===== src/rtl/ccff_loader_pkg.sv =====
// Shared types and sizing helpers for the configuration-chain bitstream loader.
package ccff_loader_pkg;

    typedef enum logic [1:0] {
        ST_IDLE   = 2'd0,
        ST_LOAD   = 2'd1,
        ST_VERIFY = 2'd2,
        ST_DONE   = 2'd3
    } state_e;

    function automatic int words_per_pass(input int chain_len, input int data_w);
        return (chain_len + data_w - 1) / data_w;
    endfunction

    // Usable bits in the final word of a pass; a zero remainder means a full word.
    function automatic int last_word_bits(input int chain_len, input int data_w);
        return ((chain_len % data_w) == 0) ? data_w : (chain_len % data_w);
    endfunction

endpackage


===== src/rtl/ccff_word_serializer.sv =====
// Single-word buffer that turns host words into one chain bit per enabled edge, LSB first.
module ccff_word_serializer
    import ccff_loader_pkg::*;
#(
    parameter int DATA_W = 8
) (
    input  logic              clk,
    input  logic              rst,
    input  logic              active,
    input  logic              last_bit,
    input  logic              final_pass,
    input  logic              s_valid,
    input  logic [DATA_W-1:0] s_data,
    output logic              s_ready,
    output logic              shift_en,
    output logic              ccff_head
);
    localparam int IW = (DATA_W > 1) ? $clog2(DATA_W) : 1;

    logic [DATA_W-1:0] buf_q, buf_d;
    logic [IW-1:0]     idx_q, idx_d;
    logic              vld_q, vld_d;
    logic              word_end;

    always_comb begin
        buf_d     = buf_q;
        idx_d     = idx_q;
        vld_d     = vld_q;
        shift_en  = active && vld_q;
        // The pass boundary also ends a word, which discards the unused top bits of a partial word.
        word_end  = shift_en && (last_bit || (idx_q == IW'(DATA_W - 1)));
        // Refill in the same edge as the last bit goes out, unless the run ends there.
        s_ready   = active && (!vld_q || (word_end && !(last_bit && final_pass)));
        ccff_head = shift_en && buf_q[idx_q];

        if (s_valid && s_ready) begin
            buf_d = s_data;
            vld_d = 1'b1;
            idx_d = '0;
        end else if (word_end || !active) begin
            vld_d = 1'b0;
            idx_d = '0;
        end else if (shift_en) begin
            idx_d = idx_q + 1'b1;
        end
    end

    always_ff @(posedge clk) begin
        if (rst) begin
            vld_q <= 1'b0;
            idx_q <= '0;
        end else begin
            vld_q <= vld_d;
            idx_q <= idx_d;
        end
        buf_q <= buf_d;
    end

endmodule


===== src/rtl/ccff_bitstream_loader.sv =====
// Loads a tile configuration chain from a host word stream and optionally verifies it
// by re-streaming the bitstream while comparing the chain tail against the head.
module ccff_bitstream_loader
    import ccff_loader_pkg::*;
#(
    parameter int CHAIN_LEN = 64,
    parameter int DATA_W    = 8,
    parameter int CNT_W     = 16
) (
    input  logic              prog_clk,
    input  logic              prog_reset,
    input  logic              start,
    input  logic              verify_en,
    input  logic              s_valid,
    input  logic [DATA_W-1:0] s_data,
    output logic              s_ready,
    output logic              ccff_head,
    input  logic              ccff_tail,
    output logic              shift_en,
    output logic              busy,
    output logic              done,
    output logic              pass,
    output logic [CNT_W-1:0]  mismatch_cnt
);
    localparam int WORDS    = words_per_pass(CHAIN_LEN, DATA_W);
    localparam int PASS_END = (WORDS - 1) * DATA_W + last_word_bits(CHAIN_LEN, DATA_W) - 1;
    localparam int PCW      = (CHAIN_LEN > 1) ? $clog2(CHAIN_LEN) : 1;

    function automatic logic [CNT_W-1:0] sat_inc(input logic [CNT_W-1:0] v);
        return (v == {CNT_W{1'b1}}) ? v : v + 1'b1;
    endfunction

    state_e           state_q, state_d;
    logic             ver_q, ver_d;
    logic [PCW-1:0]   pcnt_q, pcnt_d;
    logic [CNT_W-1:0] mm_q, mm_d;
    logic             pass_q, pass_d;
    logic             active, pass_last, final_pass;

    always_comb begin
        state_d    = state_q;
        ver_d      = ver_q;
        pcnt_d     = pcnt_q;
        mm_d       = mm_q;
        pass_d     = pass_q;
        active     = (state_q == ST_LOAD) || (state_q == ST_VERIFY);
        pass_last  = (pcnt_q == PCW'(PASS_END));
        final_pass = (state_q == ST_VERIFY) || !ver_q;

        if (shift_en) begin
            pcnt_d = pass_last ? '0 : pcnt_q + 1'b1;
        end
        if ((state_q == ST_VERIFY) && shift_en && (ccff_tail != ccff_head)) begin
            mm_d = sat_inc(mm_q);
        end

        case (state_q)
            ST_IDLE, ST_DONE: begin
                if (start) begin
                    state_d = ST_LOAD;
                    ver_d   = verify_en;
                    mm_d    = '0;
                    pass_d  = 1'b0;
                    pcnt_d  = '0;
                end
            end
            ST_LOAD: begin
                if (shift_en && pass_last) begin
                    if (ver_q) begin
                        state_d = ST_VERIFY;
                    end else begin
                        state_d = ST_DONE;
                        pass_d  = 1'b1;
                    end
                end
            end
            ST_VERIFY: begin
                if (shift_en && pass_last) begin
                    state_d = ST_DONE;
                    pass_d  = (mm_d == '0);
                end
            end
            default: state_d = ST_IDLE;
        endcase
    end

    ccff_word_serializer #(
        .DATA_W(DATA_W)
    ) u_ser (
        .clk       (prog_clk),
        .rst       (prog_reset),
        .active    (active),
        .last_bit  (pass_last),
        .final_pass(final_pass),
        .s_valid   (s_valid),
        .s_data    (s_data),
        .s_ready   (s_ready),
        .shift_en  (shift_en),
        .ccff_head (ccff_head)
    );

    always_ff @(posedge prog_clk) begin
        if (prog_reset) begin
            state_q <= ST_IDLE;
            ver_q   <= 1'b0;
            pcnt_q  <= '0;
            mm_q    <= '0;
            pass_q  <= 1'b0;
        end else begin
            state_q <= state_d;
            ver_q   <= ver_d;
            pcnt_q  <= pcnt_d;
            mm_q    <= mm_d;
            pass_q  <= pass_d;
        end
    end

    assign busy         = active;
    assign done         = (state_q == ST_DONE);
    assign pass         = pass_q;
    assign mismatch_cnt = mm_q;

endmodule


===== config.mk =====
export PLATFORM = sky130hd
export DESIGN_NAME = ccff_bitstream_loader
export DESIGN_NICKNAME = d
export VERILOG_FILES = /design/src/rtl/ccff_loader_pkg.sv /design/src/rtl/ccff_word_serializer.sv /design/src/rtl/ccff_bitstream_loader.sv
export SDC_FILE = /design/constraint.sdc
export NUM_CORES = 1
export LEC_CHECK = 0
export CAP_MARGIN = 20
export CORE_MARGIN = 2
export CORE_UTILIZATION = 25
export DETAILED_ROUTE_END_ITERATION = 7
export PLACE_DENSITY = 0.49
export SLEW_MARGIN = 10
export SYNTH_ARGS = -nofsm -noshare
export SYNTH_HDL_FRONTEND = slang
export SYNTH_SLANG_ARGS = --single-unit

===== constraint.sdc =====
create_clock -name prog_clk -period 2.5 [get_ports prog_clk]
set_clock_uncertainty 0.05 [all_clocks]
set_input_delay 0.75 -clock prog_clk [delete_from_list [all_inputs] [get_ports prog_clk]]
set_output_delay 0.75 -clock prog_clk [all_outputs]
set_load 0.01 [all_outputs]

==> results_dict.tcl, run 1 <==
set metrics [dict create \
    status "finished clean" \
    cts_tree "done" \
    cp_data_required_time_ns 1.70 \
    yosys-mux-area-fraction 0.0365 \
    cp_cell_sequence "ha_1 -> and3_1 -> and3_4 -> and3_1 -> a21oi_2 -> a21oi_2 -> buf_2" \
    io_pins 36 \
    syn_avg_cell_area_um2 8.83 \
    synth.distinct_cells 49 \
    first_pass_iters 4 \
    cts.sinks 38 \
    grt_antenna_before_repair 0 \
    mostFrequentLayoutCell "buf_4" \
    syn_to_final_growth_pct 47.5 \
    fin_cells 404 \
    netlist_area_mm2 0.00199 \
    synth_top_family_by_area "simple AND/OR/NAND/NOR gates" \
    cts_hold_buf 0 \
    rows 32 \
    grt_max_degree 23 \
    relSlewSlack 0.703 \
    synth.net_count 246 \
    min_path_type "reg2reg" \
    synthCells 225 \
    grt_overflow 0 \
    synth_xor_area_frac 0.0655 \
    place_inst 392 \
    fill_cells 778 \
    busiest_layer "met2" \
    antenna_cells 0 \
    ir_worst_vdd_mv 0.379 \
    ys_warn_count 0 \
    cp_slowest_stage_delay_ns 0.33 \
    met1_usage 0.164 \
    ant_nets 0 \
    synth-async-reset-ratio 0 \
    cts_buffers 5 \
    synth_area_leaders "dfxtp_1 30%, edfxtp_1 12%, nor2_1 5.7%" \
    via_count 1839 \
    min_period_ns 2.49 \
    insertion_delay_ns 0.29 \
    drc 0 \
    synth-edff-count 8 \
    start_kind "register" \
    vias_per_cell 4.55 \
    place_ws_ns -0.126 \
    grt_pass1_wl_um 8290 \
    dpl.hpwl_um 3620 \
    ys_seq_elements 38 \
    met3_usage 0.0234 \
    core-area_mm2 0.00773 \
    grtUsageTotal 0.120 \
    die_w_um 93.2 \
    seq_area_um2 846 \
    worst_pin_slew_ns 0.442 \
    rsz0062_at_grt "yes" \
    path_class "reg2out" \
    htreeDepth 2 \
    portBuffers 35 \
    critPathCaptureType "primary output" \
    ys.flop_type "dfxtp_1" \
    fin_ws_ns 0.00823 \
    hold_viol 0 \
    seq_area_frac_synth 0.423 \
    dieArea_mm2 0.00868 \
    clockBufferDepth 2 \
    layout.nets 322 \
    grt_use_met2 0.191 \
    clock.fmax_mhz 401 \
    synthAdderAreaFrac 0.0441 \
    slew_violations 0 \
    synth_top_area_cell "dfxtp_1" \
    totalWireLength_um 4870 \
    multi_input_area_mm2 0.00113 \
    clockRootBuffer "clkbuf_8" \
    first_iter_violations 112 \
    synth_compound_area_frac 0.132 \
    p_leak_uw 0.00115 \
    drive_gt1_frac 0.242 \
    path_delay_family "simple AND/OR/NAND/NOR gates" \
    die_height_um 93.2 \
    p_per_area_mw_per_mm2 682 \
    start_util 0.257 \
    synth-simple-area-share 0.261 \
    avgRoutedWirePerCell_um 12.1 \
    gp_congestion 0.749 \
    cp.arrival_ns 1.69 \
    worst-path-buf-inv 1 \
    final_core_util 0.379 \
    slowest_stage "dfxtp_2" \
    grt_pass1_vias 1745 \
    finalCritPeriodShare 0.997 \
    most-common-layout-cells "42 x buf_4, 31 x clkdlybuf4s50_1, 29 x nor2_1" \
    setup_violations 0 \
    cp_max_fo 2 \
    synth_top_area_frac 0.302 \
    cts.reportedPaths.clkPinSlew_ns 0.08 \
    cap_violations 0 \
]
==> per-layer routing <==
| layer | vias to the layer above | share of wire |
|---|---|---|
| met2 | 43 | 0.44 |
| met4 | 0 | 0.012 |
| met1 | 835 | 0.51 |
| met3 | 5 | 0.037 |
| met5 | - | 0 |
| li1 | 956 | - |
==> registers in the layout, indices dropped and copies added, names as in the netlist <==
name and cells:
mismatch_cnt 16, pass 1, pcnt_q 6, state_q 2, u_ser.buf_q 8, u_ser.idx_q 3
u_ser.vld_q 1, ver_q 1
==> logic make-up after synthesis <==
kind of cell / count (synthesis)
AOI/OAI and AO/OA: 36
xor gates and xnor gates: 14
muxes: 6
buffers and inverters: 18
DFF: 38
and+or+nand+nor: 106
adders and majority gates: 7
==> layout make-up <==
| type | instances | area share |
|---|---|---|
| timing repair buffer | 77 | 0.225 |
| clock inverter | 3 | 0.0218 |
| inverter | 10 | 0.0128 |
| tap | 102 | 0.0436 |
| clock buffer | 5 | 0.0235 |
| sequential | 38 | 0.289 |
| multi-input combinational | 169 | 0.385 |
==> synthesized netlist by cell type, types with 3 or more instances <==
master and count:
and3_1 9, clkbuf_1 4, nor3_1 6, dfxtp_1 30, edfxtp_1 8, xor2_1 10
inv_1 9, mux2i_1 5, nand3_1 7, ha_1 7, o21ai_0 3, nor2_1 30
xnor2_1 3, nand2_1 26, nand4_1 11, a21oi_1 13, and2_1 5, nand2b_1 4
==> where the power goes <==
part	internal (uW)	total, uW	switching, uW
registers	697	730	33.1
logic	310	644	334
clock network	395	623	228
==> final timing paths <==
| kind | startpoint | end | slack (ns) | cells after the start |
|---|---|---|---|---|
| worst max register to register | state_q[0]$_SDFFE_PP0P_ | pass$_SDFFE_PP0P_ | 0.06 | 11 |
| worst min register to register | pcnt_q[5]$_SDFF_PP0_ | pcnt_q[5]$_SDFF_PP0_ | 0.43 | 1 |
| worst min-delay path | pcnt_q[5]$_SDFF_PP0_ | pcnt_q[5]$_SDFF_PP0_ | 0.43 | 1 |
| worst max-delay path | pcnt_q[0]$_SDFF_PP0_ | s_ready | 0.008 | 7 |
==> through the flow <==
step | area [um^2] | hold slack (ns) | TNS (ns) | power [uW]
finish | 2930 | 0.432 | 0 | 2000
CTS | 2850 | 0.433 | -0.0458 | 1960
floorplan | 1990 | 0.389 | 0 | 1050
detailed placement | 2710 | 0.422 | -0.295 | 1350
global placement | 2710 | 0.416 | -0.295 | 1350
global route | 2930 | 0.465 | -0.234 | 2120
==> repair_timing <==
| item | CTS | global route |
|---|---|---|
| resized for setup | 13 | 11 |
| setup endpoints to repair | 5 | 4 |
| pin swaps | 2 | 4 |
| buffers inserted | 0 | 4 |
Power figures use the tool's default switching activity.
==> run 2, diff against run 1 <==
--- a/config.mk
+++ b/config.mk
@@ -5,12 +5,13 @@
 export SDC_FILE = /design/constraint.sdc
 export NUM_CORES = 1
 export LEC_CHECK = 0
+export ABC_AREA = 1
 export CAP_MARGIN = 20
 export CORE_MARGIN = 2
 export CORE_UTILIZATION = 25
 export DETAILED_ROUTE_END_ITERATION = 7
-export PLACE_DENSITY = 0.49
-export SLEW_MARGIN = 10
+export PLACE_DENSITY = 0.48
+export SLEW_MARGIN = 0
 export SYNTH_ARGS = -nofsm -noshare
 export SYNTH_HDL_FRONTEND = slang
 export SYNTH_SLANG_ARGS = --single-unit
==> results_dict.tcl, run 2 <==
set metrics [dict create \
    grt_max_degree 18 \
    status "finished clean" \
    setup_violations 0 \
    cap_violations 0 \
    hold_viol 0 \
    ir_worst_vdd_mv 0.364 \
    synth.net_count 353 \
    cts_buffers 5 \
    drc 0 \
    synthCells 332 \
    totalWireLength_um 6730 \
    reg2regPathDepth 19 \
    avgRoutedWirePerCell_um 12.7 \
    most-common-layout-cells "89 x nand2_1, 48 x buf_4, 39 x nor2_1" \
    mostFrequentLayoutCell "nand2_1" \
    syn_to_final_growth_pct 42.9 \
    grt_overflow 0 \
    synth_common_cells "90 x nand2_1, 40 x nor2_1, 37 x inv_1, 31 x nand3_1, 30 x dfxtp_1" \
    synth-edff-count 8 \
    die_w_um 99.8 \
    dieArea_mm2 0.00997 \
    min_period_ns 2.42 \
    relSlewSlack 0.751 \
    cp_data_required_time_ns 1.70 \
    min_path_cells 2 \
    drive_gt1_frac 0.233 \
    synth_top_area_cell "dfxtp_1" \
    min_path_type "reg2reg" \
    placed_cell_area_mm2 0.00307 \
    cp_max_fo 2 \
    slew_violations 0 \
    first_pass_iters 4 \
    clock.fmax_mhz 413 \
    p_per_area_mw_per_mm2 521 \
    reg2reg_from "state_q[0]$_SDFFE_PP0P_" \
    fin_cells 528 \
    critPathCaptureType "primary output" \
    fill_cells 944 \
    netlist_area_mm2 0.00230 \
    synth_area_leaders "dfxtp_1 26%, nand2_1 15%, edfxtp_1 10%" \
    wl_met3_um 247 \
    final_area_mm2 0.00328 \
    seq_area_um2 845 \
    dr_wl_met2_um 3160 \
    worst_pin_slew_ns 0.369 \
    cp_cell_sequence "ha_4 -> nand2_2 -> nor3_4 -> o21ai_2 -> inv_1 -> nand2_1 -> a21oi_2 -> buf_2" \
    ys_seq_elements 38 \
    cp_slowest_stage_delay_ns 0.36 \
    path_class "reg2out" \
    via_count 2401 \
    htreeDepth 2 \
    ys_warn_count 0 \
    core-area_mm2 0.00881 \
    slowest_stage "dfxtp_2" \
    endpoint "s_ready" \
    start_util 0.261 \
    cts_tree "done" \
    layout.nets 440 \
    synth_top_area_frac 0.262 \
    io_pins 36 \
    cp.arrival_ns 1.62 \
    die_height_um 99.8 \
    vias_per_cell 4.55 \
    worst-path-buf-inv 2 \
    drt-met1-wl_um 3220 \
    finalSetupTns_ns 0 \
    ys.flop_type "dfxtp_1" \
    path_delay_family "flip-flops" \
    grt_pass1_vias 2345 \
    gp_congestion 0.888 \
    seq_area_frac_synth 0.366 \
    grt_pass1_wl_um 11300 \
    place_inst 514 \
    grtUsageTotal 0.142 \
    clockRootBuffer "clkbuf_8" \
    start_kind "register" \
    cts.reportedPaths.clkPinSlew_ns 0.07 \
    clockBufferDepth 2 \
    p_leak_uw 0.00142 \
    insertion_delay_ns 0.30 \
    largest_reg_flops 16 \
    finalCritPeriodShare 0.969 \
    antenna_cells 0 \
    first_iter_violations 95 \
    grt_antenna_before_repair 0 \
    rr_endpoint "pass$_SDFFE_PP0P_" \
    crit_start "pcnt_q[0]$_SDFF_PP0_" \
    reg2reg_slack_ns 0.18 \
    synth.distinct_cells 32 \
    ant_nets 0 \
    multi_input_area_mm2 0.00134 \
    synth-async-reset-ratio 0 \
    dpl.hpwl_um 4900 \
    rows 34 \
    top_layer_used "met4" \
    synth.most_common_cell "nand2_1" \
    portBuffers 35 \
    cts.sinks 38 \
    cp.depth 8 \
    syn_avg_cell_area_um2 6.92 \
]
run 2: changes by cell type in the layout (fill, tap and decap cells not counted), moves of 5 or more:
cell,previous run,this run
nand3_2,0,7
and2_1,5,0
a21oi_1,11,16
nand2_1,26,89
nand3_1,7,31
buf_4,42,48
nand4_1,11,6
inv_1,8,36
xor2_1,10,4
nor2_1,29,39
or2_2,0,6
and3_1,8,1
run 2: how the worst min path moves through the flow:
stage,from,endpoint,slack (ns)
global placement,pcnt_q[1]$_SDFF_PP0_,pcnt_q[1]$_SDFF_PP0_,0.43
global route,state_q[0]$_SDFFE_PP0P_,state_q[0]$_SDFFE_PP0P_,0.50
finish,pass$_SDFFE_PP0P_,pass$_SDFFE_PP0P_,0.47
floorplan,ver_q$_SDFFE_PP0P_,ver_q$_SDFFE_PP0P_,0.42
CTS,state_q[0]$_SDFFE_PP0P_,state_q[0]$_SDFFE_PP0P_,0.47
detailed placement,pcnt_q[5]$_SDFF_PP0_,pcnt_q[5]$_SDFF_PP0_,0.45
run 2: report_power, final:
| part | leakage [uW] | internal (uW) | switching, uW |
|---|---|---|---|
| Clock | 0.0000416 | 191 | 231 |
| Sequential | 0.000317 | 701 | 34.4 |
| Combinational | 0.00106 | 235 | 317 |
run 2: cells by family (layout without fill, tap and decap cells):
group | after synthesis | after routing | synth area share
AOI/OAI and AO/OA | 35 | 35 | 0.0834
and+or+nand+nor | 198 | 200 | 0.396
buffers and inverters | 47 | 133 | 0.0899
adders and majority gates | 7 | 7 | 0.0381
DFF | 38 | 38 | 0.366
xor gates and xnor gates | 7 | 7 | 0.0267
run 2: final cells by class:
| cell class | count | share of cell area |
|---|---|---|
| sequential | 38 | 0.257 |
| timing repair buffer | 84 | 0.218 |
| clock inverter | 3 | 0.00496 |
| multi-input combinational | 249 | 0.409 |
| tap | 108 | 0.0412 |
| inverter | 41 | 0.0484 |
| clock buffer | 5 | 0.0210 |
run 2: repair_timing:
item	in CTS	in global routing
pin swaps	1	2
setup buffers	1	3
cloned	2	0
endpoints found under the setup margin	5	4
hold buffers	0	0
gates resized for setup	12	17
run 2: worst min-delay path, cell delays in order, from the launching register on:
cell,delay [ns]
dfxtp_1,0.33
o21ai_0,0.10
a21oi_2,0.06
run 2: metal layers:
metal | vias up | global-route usage
li1 | 1249 | -
met1 | 1104 | 0.185
met2 | 40 | 0.241
met3 | 8 | 0.0230
met4 | 0 | 0.0432
met5 | - | 0
run 2: metrics by stage:
stage | worst slack [ns] | hold WS [ns] | total power (uW) | util
after floorplan | 0.120 | 0.417 | 1030 | -
after detailed placement | -0.194 | 0.451 | 1260 | 0.349
after global placement | -0.150 | 0.434 | 1260 | 0.349
after CTS | -0.160 | 0.471 | 1690 | 0.364
after global routing | -0.00155 | 0.500 | 1830 | 0.373
final | 0.0770 | 0.472 | 1710 | 0.373
